**src/rtl/if_fetch_ctrl_pkg.sv**
```systemverilog
// Shared CPU fetch definitions: reset vector, fetch FSM encoding and fetch exception bits.
package if_fetch_ctrl_pkg;

    localparam logic [31:0] RESET_VECTOR = 32'hBFC0_0000;

    localparam int          EXC_ADEL_BIT = 0;
    localparam logic [7:0]  EXC_NONE     = 8'h00;

    typedef enum logic [1:0] {
        ST_REQ       = 2'd0,
        ST_WAIT_DATA = 2'd1,
        ST_HOLD      = 2'd2,
        ST_DISCARD   = 2'd3
    } fetch_state_e;

    function automatic logic [7:0] fetch_exc_vec(input logic adel);
        logic [7:0] v;
        v               = EXC_NONE;
        v[EXC_ADEL_BIT] = adel;
        return v;
    endfunction

endpackage

```
**src/rtl/if_fetch_ctrl_if.sv**
```systemverilog
// Instruction-memory request/response bus; master is the fetch unit, slave is the memory side.
interface if_fetch_ctrl_if;

    logic        inst_req_o;
    logic [31:0] inst_addr_o;
    logic        inst_addr_ok_i;
    logic        inst_data_ok_i;
    logic [31:0] inst_rdata_i;

    modport master (
        output inst_req_o,
        output inst_addr_o,
        input  inst_addr_ok_i,
        input  inst_data_ok_i,
        input  inst_rdata_i
    );

    modport slave (
        input  inst_req_o,
        input  inst_addr_o,
        output inst_addr_ok_i,
        output inst_data_ok_i,
        output inst_rdata_i
    );

endinterface

```
**src/rtl/flopr.sv**
```systemverilog
// Generic register, one-cycle latency; stall_i holds the contents, flush_i clears them (flush wins).
module flopr #(
    parameter int WIDTH = 32
) (
    input  logic             clk,
    input  logic             rst_n,
    input  logic             stall_i,
    input  logic             flush_i,
    input  logic [WIDTH-1:0] d_i,
    output logic [WIDTH-1:0] q_o
);

    always_ff @(posedge clk or negedge rst_n) begin
        if (!rst_n) begin
            q_o <= '0;
        end else if (flush_i) begin
            q_o <= '0;
        end else if (!stall_i) begin
            q_o <= d_i;
        end
    end

endmodule

```
**src/rtl/if_fetch_ctrl.sv**
```systemverilog
// Instruction fetch controller: one outstanding request, zero-cycle data path to IF/ID,
// hold buffer under stall, delay-slot aware redirect, flush with in-flight discard.
module if_fetch_ctrl
    import if_fetch_ctrl_pkg::*;
(
    input  logic            clk,
    input  logic            rst_n,
    input  logic            stall_i,
    input  logic            flush_i,
    input  logic [31:0]     flush_pc_i,
    input  logic            branch_i,
    input  logic [31:0]     branch_target_i,
    input  logic            id_is_branch_i,
    if_fetch_ctrl_if.master mem,
    output logic            fetch_valid_o,
    output logic [31:0]     PC_plus4,
    output logic [31:0]     Instruction,
    output logic            is_delayslot,
    output logic [7:0]      fetch_exc
);

    fetch_state_e state_q;
    logic [31:0]  pc_q;
    logic [31:0]  tgt_q;
    logic         redir_q;
    logic [31:0]  hold_q;

    // Last delivered IF/ID values, presented while no instruction is valid.
    logic [31:0]  inst_q;
    logic [31:0]  pcp4_q;
    logic         ds_q;
    logic [7:0]   exc_q;

    logic         misaligned;
    logic [31:0]  pc_plus4;
    logic [31:0]  next_pc_d;
    logic         req;
    logic         valid;
    logic [31:0]  live_inst;
    logic [7:0]   live_exc;
    logic         advance;
    logic         capture;

    assign misaligned = (pc_q[1:0] != 2'b00);
    assign pc_plus4   = pc_q + 32'd4;

    // A branch resolving in the same cycle the delay slot is consumed redirects immediately.
    assign next_pc_d = branch_i ? branch_target_i :
                       redir_q  ? tgt_q           : pc_plus4;

    always_comb begin
        req       = 1'b0;
        valid     = 1'b0;
        live_inst = '0;
        live_exc  = EXC_NONE;
        advance   = 1'b0;
        capture   = 1'b0;
        unique case (state_q)
            ST_REQ: begin
                if (misaligned) begin
                    valid    = 1'b1;
                    live_exc = fetch_exc_vec(1'b1);
                end else begin
                    req = 1'b1;
                end
            end
            ST_WAIT_DATA: begin
                if (mem.inst_data_ok_i) begin
                    valid     = 1'b1;
                    live_inst = mem.inst_rdata_i;
                    advance   = !stall_i;
                    capture   = stall_i;
                end
            end
            ST_HOLD: begin
                valid     = 1'b1;
                live_inst = hold_q;
                advance   = !stall_i;
            end
            ST_DISCARD: begin
                valid = 1'b0;
            end
            default: begin
                valid = 1'b0;
            end
        endcase
        if (!rst_n) begin
            req   = 1'b0;
            valid = 1'b0;
        end
        if (flush_i) begin
            valid   = 1'b0;
            advance = 1'b0;
            capture = 1'b0;
        end
    end

    flopr #(.WIDTH(32)) u_hold_buf (
        .clk     (clk),
        .rst_n   (rst_n),
        .stall_i (!capture),
        .flush_i (flush_i),
        .d_i     (mem.inst_rdata_i),
        .q_o     (hold_q)
    );

    always_ff @(posedge clk or negedge rst_n) begin
        if (!rst_n) begin
            state_q <= ST_REQ;
            pc_q    <= RESET_VECTOR;
            tgt_q   <= '0;
            redir_q <= 1'b0;
            inst_q  <= '0;
            pcp4_q  <= RESET_VECTOR + 32'd4;
            ds_q    <= 1'b0;
            exc_q   <= EXC_NONE;
        end else begin
            if (valid) begin
                inst_q <= live_inst;
                pcp4_q <= pc_plus4;
                ds_q   <= id_is_branch_i;
                exc_q  <= live_exc;
            end
            if (flush_i) begin
                pc_q    <= flush_pc_i;
                redir_q <= 1'b0;
                unique case (state_q)
                    ST_REQ:       state_q <= (req && mem.inst_addr_ok_i) ? ST_DISCARD : ST_REQ;
                    ST_WAIT_DATA: state_q <= mem.inst_data_ok_i ? ST_REQ : ST_DISCARD;
                    ST_HOLD:      state_q <= ST_REQ;
                    ST_DISCARD:   state_q <= mem.inst_data_ok_i ? ST_REQ : ST_DISCARD;
                    default:      state_q <= ST_REQ;
                endcase
            end else begin
                if (advance) begin
                    pc_q    <= next_pc_d;
                    redir_q <= 1'b0;
                end else if (branch_i) begin
                    redir_q <= 1'b1;
                    tgt_q   <= branch_target_i;
                end
                unique case (state_q)
                    ST_REQ: begin
                        if (req && mem.inst_addr_ok_i) state_q <= ST_WAIT_DATA;
                    end
                    ST_WAIT_DATA: begin
                        if (mem.inst_data_ok_i) state_q <= stall_i ? ST_HOLD : ST_REQ;
                    end
                    ST_HOLD: begin
                        if (!stall_i) state_q <= ST_REQ;
                    end
                    ST_DISCARD: begin
                        if (mem.inst_data_ok_i) state_q <= ST_REQ;
                    end
                    default: state_q <= ST_REQ;
                endcase
            end
        end
    end

    assign mem.inst_req_o  = req;
    assign mem.inst_addr_o = pc_q;
    assign fetch_valid_o   = valid;
    assign Instruction     = valid ? live_inst      : inst_q;
    assign PC_plus4        = valid ? pc_plus4       : pcp4_q;
    assign is_delayslot    = valid ? id_is_branch_i : ds_q;
    assign fetch_exc       = valid ? live_exc       : exc_q;

endmodule

```
**src/flat_wrapper.sv**
```systemverilog
// flat-port wrapper written by rule: the top's interface ports become plain ports
module if_fetch_ctrl_flat import if_fetch_ctrl_pkg::*;
  (clk, rst_n, stall_i, flush_i, flush_pc_i, branch_i, branch_target_i, id_is_branch_i, fetch_valid_o, PC_plus4, Instruction, is_delayslot, fetch_exc, mem_inst_req_o, mem_inst_addr_o, mem_inst_addr_ok_i, mem_inst_data_ok_i, mem_inst_rdata_i);
  if_fetch_ctrl_if mem_i ();
  input  logic clk;
  input  logic rst_n;
  input  logic stall_i;
  input  logic flush_i;
  input  logic [31:0] flush_pc_i;
  input  logic branch_i;
  input  logic [31:0] branch_target_i;
  input  logic id_is_branch_i;
  output logic fetch_valid_o;
  output logic [31:0] PC_plus4;
  output logic [31:0] Instruction;
  output logic is_delayslot;
  output logic [7:0] fetch_exc;
  output wire logic [$bits(mem_i.inst_req_o)-1:0] mem_inst_req_o;
  output wire logic [$bits(mem_i.inst_addr_o)-1:0] mem_inst_addr_o;
  input wire logic [$bits(mem_i.inst_addr_ok_i)-1:0] mem_inst_addr_ok_i;
  input wire logic [$bits(mem_i.inst_data_ok_i)-1:0] mem_inst_data_ok_i;
  input wire logic [$bits(mem_i.inst_rdata_i)-1:0] mem_inst_rdata_i;
  assign mem_inst_req_o = mem_i.inst_req_o;
  assign mem_inst_addr_o = mem_i.inst_addr_o;
  assign mem_i.inst_addr_ok_i = mem_inst_addr_ok_i;
  assign mem_i.inst_data_ok_i = mem_inst_data_ok_i;
  assign mem_i.inst_rdata_i = mem_inst_rdata_i;
  if_fetch_ctrl u_core (.clk(clk), .rst_n(rst_n), .stall_i(stall_i), .flush_i(flush_i), .flush_pc_i(flush_pc_i), .branch_i(branch_i), .branch_target_i(branch_target_i), .id_is_branch_i(id_is_branch_i), .mem(mem_i), .fetch_valid_o(fetch_valid_o), .PC_plus4(PC_plus4), .Instruction(Instruction), .is_delayslot(is_delayslot), .fetch_exc(fetch_exc));
endmodule
```
**config.mk**
```make
export PLATFORM = sky130hd
export DESIGN_NAME = if_fetch_ctrl_flat
export DESIGN_NICKNAME = d
export VERILOG_FILES = /design/src/rtl/if_fetch_ctrl_pkg.sv /design/src/rtl/if_fetch_ctrl_if.sv /design/src/rtl/flopr.sv /design/src/rtl/if_fetch_ctrl.sv /design/src/flat_wrapper.sv
export SDC_FILE = /design/constraint.sdc
export NUM_CORES = 1
export LEC_CHECK = 0
export ABC_AREA = 1
export BUFFER_PORTS_ARGS = -buffer_cell sky130_fd_sc_hd__buf_4
export CAP_MARGIN = 20
export CORE_ASPECT_RATIO = 0.5
export CORE_MARGIN = 2
export CORE_UTILIZATION = 32
export CTS_CLUSTER_DIAMETER = 150
export DETAILED_ROUTE_END_ITERATION = 12
export HOLD_SLACK_MARGIN = 0.05
export PLACE_DENSITY = 0.62
export SLEW_MARGIN = 20
export SYNTH_ARGS = -nofsm -noshare
export SYNTH_HDL_FRONTEND = slang
export SYNTH_HIERARCHICAL = 1
export SYNTH_SLANG_ARGS = --single-unit
```
**constraint.sdc**
```tcl
create_clock -name clk -period 2.1 [get_ports clk]
set_input_delay 0.105 -clock clk [delete_from_list [all_inputs] [get_ports clk]]
set_output_delay 0.105 -clock clk [all_outputs]
set_load 0.02 [all_outputs]
```
==> flow_summary.json, run 1 <==
{
  "ioPinCount": 211,
  "p_leak_nw": 7.084,
  "swShare": 0.3862,
  "power.density_nw_per_um2": 1091,
  "power.switching_mw": 5.964,
  "clk_transition_reported_paths_ps": 60,
  "pwr-share-clk": 0.220,
  "ys_ff_latch": 172,
  "ys_warn_count": 6,
  "min_from": "stall_i",
  "ctsLongestPathBuffers": 2,
  "crit_required_ps": 2000,
  "final_cell_mix": "nand2_1 (499), buf_4 (195), dfrtp_1 (151)",
  "syn_nets": 1320,
  "hpwl_um": 20150,
  "critPathKind": "flip-flop to output port",
  "rsz0062_at_grt": "true",
  "synth-edff-count": 0,
  "synth_compound_area_frac": 0.06774,
  "grt_pass1_vias": 9366,
  "finalCritPeriodShare": 1.098,
  "worst_slack_ps": -205.1,
  "muxShareOfSynthArea": 0,
  "detailedRoute.firstPassIterationCount": 6,
  "gr-usage-all-layers": 0.2134,
  "worstPathCellList": "buf_6 -> ha_4 -> a21oi_4 -> nand2_2 -> nand3_4 -> buf_8 -> buf_12 -> clkbuf_16 -> nand2_2 -> nand2_2 -> buf_6",
  "cp_slowest_cell": "dfrtp_2",
  "cts.sinks": 172,
  "start_kind": "flip-flop",
  "cap_violations": 0,
  "syn_inst": 1210,
  "post_dp_cell_area_um2": 11010,
  "hold-path-endpoint": "u_core/state_q[1]",
  "grt_max_degree": 173,
  "clock-root-buffer": "clkbuf_16",
  "period_minus_slack_ps": 2305,
  "crit_buf_inv": 5,
  "wl_per_cell_um": 16.55,
  "arrival_ps": 2200,
  "num_rows": 43,
  "crit_top_cell": "nand2_2",
  "wl_um": 32210,
  "vias": 9487,
  "drc_errors": 0,
  "die_w_um": 241.6,
  "layout_commonest_cell": "nand2_1",
  "p_comb_frac": 0.471,
  "htreeDepth": 4,
  "fmax_ghz": 0.4338,
  "cts_tree": "done",
  "whs_path_depth": 5,
  "synthAdderAreaFrac": 0.008311,
  "die_area_um2": 29670,
  "worstHoldPathType": "input pin to flip-flop",
  "synthFlopType": "dfrtp_1",
  "worstMarginPinSlew_ps": 922.8,
  "relSlewSlack": 0.3848,
  "final-setup-viol-count": 74,
  "max_stage_delay_ps": 440,
  "power_frac_seq": 0.309,
  "outcome": "complete, but fails checks",
  "r2r_setup_slack_ps": -140,
  "grt_pass1_wl_um": 49340,
  "start_util": 0.3260,
  "r2r_cells": 14,
  "vias_per_cell": 4.875,
  "intPower_mw": 9.477,
  "end_kind": "output port",
  "hold_violations": 0,
  "layout-drive-gt1-share": 0.3161,
  "synth_cell_types": 36,
  "drt_iter0_drc": 865,
  "report.final.slew_viol_count": 0,
  "detail-route-antenna-nets": 0,
  "synth_xor_area_frac": 0.01787,
  "reg2reg_from": "u_core/state_q[0]",
  "place_congestion": 0.8934,
  "final.setup.tns_ps": -9777,
  "violations": "setup timing",
  "skew_ps": 8.992,
  "synth_area_per_cell_um2": 7.465,
  "syn_to_final_growth_pct": 56.71,
  "holdWs_ps": 108.8,
  "nets": 1661,
  "port_buffers": 210,
  "synth_top_family_by_area": "simple AND/OR/NAND/NOR gates",
  "grt_remaining_overflow": 0,
  "reg2reg_to": "u_core/pcp4_q[30]",
  "core-area_um2": 27710,
  "netlist_area_um2": 9032,
  "numCtsBuffers": 17,
  "grt_antenna_before_repair": 1,
  "design_area_um2": 14150,
  "synth-simple-area-share": 0.3621,
  "path_max_fanout": 5,
  "ir_drop_uv": 589.8,
  "path_delay_family": "buffers and inverters",
  "die_y_um": 122.8,
  "insertion_delay_ps": 440,
  "synth-seq-area-share": 0.4792,
  "async_flop_share": 1.000
}
-- metal layers --
layer | global-route usage | routed length, um | vias up
li1 | - | - | 4517
met1 | 0.2689 | 13450 | 4587
met2 | 0.3601 | 15990 | 329
met3 | 0.04920 | 1957 | 54
met4 | 0.08230 | 820 | 0
met5 | 0 | 0 | -
-- cell type report --
class / instances / area, um^2
fillers: 2573 / 13550
multi-input cells: 912 / 4619
flip-flops and latches: 172 / 4330
repair buffers: 393 / 3899
clock buffers: 25 / 505.5
well taps: 382 / 478.0
inverters: 55 / 211.5
clock inverters: 6 / 108.9
diodes: 1 / 2.502
-- worst max-delay path by stage --
stage | from | endpoint | cells after the start | slack [ps]
floorplan | u_core/state_q[1] | u_core/exc_q[0] | 8 | 110
global placement | u_core/state_q[1] | Instruction[1] | 8 | 140
detailed placement | u_core/state_q[1] | Instruction[1] | 8 | 50
CTS | u_core/state_q[0] | fetch_exc[0] | 10 | -180
global route | u_core/state_q[0] | PC_plus4[31] | 11 | -290
finish | u_core/state_q[0] | PC_plus4[31] | 11 | -210
-- cell usage after synthesis, types with 6 or more instances --
master / number / area [um^2]
o21ai_0: 58 / 290.3
buf_6: 7 / 78.83
nor2_1: 82 / 307.8
nand3_1: 110 / 550.5
clkbuf_1: 24 / 90.09
buf_2: 33 / 165.2
inv_1: 50 / 187.7
a21oi_1: 8 / 40.04
nor2_4: 7 / 78.83
dfstp_2: 19 / 499.2
nor2_2: 6 / 37.54
xor2_1: 9 / 78.83
nand2_1: 561 / 2106
a221oi_1: 22 / 192.7
dfrtp_1: 153 / 3829
ha_1: 6 / 75.07
nand2_2: 8 / 50.05
-- power by group through the flow --
stage               combinational (mW)  clock (mW)  sequential, mW
global route                      7.78        3.58            4.86
detailed placement                5.15           0            4.75
floorplan                         2.84           0            4.84
global placement                  5.10           0            4.73
CTS                               6.83        3.46            4.72
finish                            7.27        3.39            4.78
-- metrics by stage --
step	total power, mW	util	cells	worst slack (ps)
floorplan	7.688	-	1210	107.9
global placement	9.833	0.3973	1756	142.4
global route	16.23	0.5109	1946	-291.2
CTS	15.01	0.4970	1926	-180.4
finish	15.44	0.5109	1946	-205.1
detailed placement	9.908	0.3973	1756	49.56
-- registers in the layout (all words and copies together) (netlist names) --
| signal | flops |
|---|---|
| u_core/inst_q | 32 |
| u_core/mem.inst_addr_o | 32 |
| u_core/pcp4_q | 32 |
| u_core/tgt_q | 32 |
| u_core/u_hold_buf/q_o | 32 |
| u_core/exc_q | 8 |
| u_core/state_q | 2 |
| u_core/ds_q | 1 |
| u_core/redir_q | 1 |
-- worst register-to-register path, delay by kind of cell, from the launching register on --
family / cells / cell delay, ps
buffers and inverters: 8 / 1000
flip-flops: 1 / 440
AND/OR/NAND/NOR: 4 / 410
adder cells (fa/ha/maj): 1 / 160
AO/OA/AOI/OAI: 1 / 150
-- kinds of logic (layout without fill, tap and decap cells) --
kind of cell | after synthesis | in the layout
other | 0 | 1
xor gates and xnor gates | 15 | 15
DFF | 172 | 172
buffers and inverters | 126 | 479
AOI/OAI and AO/OA | 102 | 102
adders and majority gates | 6 | 6
and+or+nand+nor | 789 | 789
-- timing repair --
action                                  CTS  global route
resized for setup                       211            52
endpoints found under the setup margin   74            80
endpoints found under the hold margin   260             0
cloned                                    9             4
hold buffers                            100             0
pin swaps                                16            18
buffers inserted                         30            16
Note: power is estimated with default switching activity, not from simulation.
==> run 2, diff against run 1 <==
--- a/config.mk
+++ b/config.mk
@@ -15,8 +15,11 @@
 export DETAILED_ROUTE_END_ITERATION = 12
 export HOLD_SLACK_MARGIN = 0.05
 export PLACE_DENSITY = 0.62
+export RECOVER_POWER = 50
+export REMOVE_ABC_BUFFERS = 1
 export SLEW_MARGIN = 20
 export SYNTH_ARGS = -nofsm -noshare
 export SYNTH_HDL_FRONTEND = slang
 export SYNTH_HIERARCHICAL = 1
 export SYNTH_SLANG_ARGS = --single-unit
+export TNS_END_PERCENT = 1
==> run 2 against run 1 <==
Effect of this change:
- the flow finishes with violations (capacitance limit, slew limit, setup timing)
- critical path depth stayed put
- first-iteration DRC count is 28% lower
- sequential share of layout area is 2.6 points higher
- critical endpoint is now PC_plus4[20]
==> flow_summary.json, run 2 (synthesized netlist as in run 1, its figures left out) <==
{
  "outcome": "complete, but fails checks",
  "violations": "capacitance limit, slew limit, setup timing",
  "vias_per_cell": 4.773,
  "wl_um": 28860,
  "final_cell_mix": "nand2_1 (510), buf_4 (172), dfrtp_1 (152)",
  "grt_antenna_before_repair": 0,
  "detail-route-antenna-nets": 0,
  "report.final.slew_viol_count": 173,
  "skew_ps": 10.55,
  "port_buffers": 210,
  "worst_slack_ps": -229.6,
  "finalCritPeriodShare": 1.109,
  "nets": 1608,
  "crit_required_ps": 2000,
  "drt_iter0_drc": 625,
  "layout-drive-gt1-share": 0.2508,
  "rsz0062_at_grt": "true",
  "syn_to_final_growth_pct": 44.51,
  "path_max_fanout": 8,
  "vias": 9035,
  "cts.sinks": 172,
  "drc_errors": 0,
  "power.density_nw_per_um2": 1089,
  "num_rows": 43,
  "critPathKind": "flip-flop to output port",
  "arrival_ps": 2220,
  "core-area_um2": 27710,
  "numCtsBuffers": 17,
  "p_leak_nw": 6.532,
  "htreeDepth": 4,
  "hold_violations": 0,
  "design_area_um2": 13050,
  "hpwl_um": 19210,
  "final.setup.tns_ps": -10840,
  "place_congestion": 0.8162,
  "antennaDiodeCount": 0,
  "layout_commonest_cell": "nand2_1",
  "fmax_ghz": 0.4293,
  "worstMarginPinSlew_ps": 1608,
  "end_kind": "output port",
  "post_dp_cell_area_um2": 11000,
  "start_kind": "flip-flop",
  "r2r_cells": 9,
  "ioPinCount": 211,
  "grt_pass1_vias": 8971,
  "wl_per_cell_um": 15.24,
  "holdWs_ps": 79.37,
  "die_w_um": 241.6,
  "relSlewSlack": -0.07219,
  "worstHoldPathType": "input pin to flip-flop",
  "die_y_um": 122.8,
  "cts_tree": "done",
  "r2r_setup_slack_ps": 170,
  "insertion_delay_ps": 450,
  "whs_path_depth": 3,
  "start_util": 0.3260,
  "grt_max_degree": 173,
  "final_core_util": 0.4711,
  "cap_violations": 1,
  "final-setup-viol-count": 74,
  "clock-root-buffer": "clkbuf_16",
  "clk_transition_reported_paths_ps": 60,
  "grt_pass1_wl_um": 45600,
  "gr-usage-all-layers": 0.1938,
  "p_total_mw": 14.21,
  "stdcell_count": 1893,
  "die_area_um2": 29670,
  "grt_remaining_overflow": 0,
  "placed_cells": 1757,
  "detailedRoute.firstPassIterationCount": 8,
  "nFillCells": 2654,
  "ir_drop_uv": 458.2,
  "period_minus_slack_ps": 2330,
  "dp_slack_ps": 46.48,
  "ctsLongestPathBuffers": 2
}
-- run 2: path summary, 6_finish.rpt --
| kind | start | endpoint |
|---|---|---|
| hold / removal | branch_i | u_core/tgt_q[10] |
| hold reg to reg | u_core/exc_q[2] | u_core/exc_q[2] |
| min in group asynchronous | rst_n | u_core/u_hold_buf/q_o[27] |
| max in group asynchronous | rst_n | u_core/pcp4_q[20] |
| setup reg to reg | u_core/state_q[1] | u_core/tgt_q[11] |
| setup / recovery | u_core/state_q[1] | PC_plus4[20] |
-- run 2: worst max-delay path, stage by stage, from the launching register on --
cell	delay, ps
dfrtp_1	400
inv_2	90
ha_4	190
a21oi_4	160
nand2_2	80
nand3_4	110
clkinvlp_4	120
buf_12	160
clkbuf_16	160
nand2_1	90
nand2_2	70
buf_6	130
-- run 2: repair_timing --
item,in CTS,in global routing
buffers inserted,2,2
pin swaps,0,6
endpoints found under the hold margin,252,0
hold buffers,98,0
setup endpoints to repair,74,74
resized for setup,17,137
cloned,0,2
-- run 2: area by class of cell --
class                   count  area (um^2)  area share
multi-input cells         912         4385      0.3360
flip-flops and latches    172         4329      0.3317
repair buffers            340         2995      0.2295
well taps                 382        478.0     0.03662
clock buffers              22        464.2     0.03556
inverters                  55        210.2     0.01610
clock inverters            10        190.2     0.01457
-- run 2: where the power goes --
group          switching (mW)  total (mW)  internal, mW
Clock                    1.38        3.56          2.18
Sequential              0.549        4.73          4.18
Combinational            3.60        5.91          2.31
Total                    5.53        14.2          8.68
-- run 2: routing by layer --
metal,part of all wire,up-vias,global-route usage
met5,0,-,0
li1,-,4406,-
met2,0.51,242,0.3421
met1,0.42,4335,0.2345
met4,0.027,0,0.08113
met3,0.042,52,0.03783
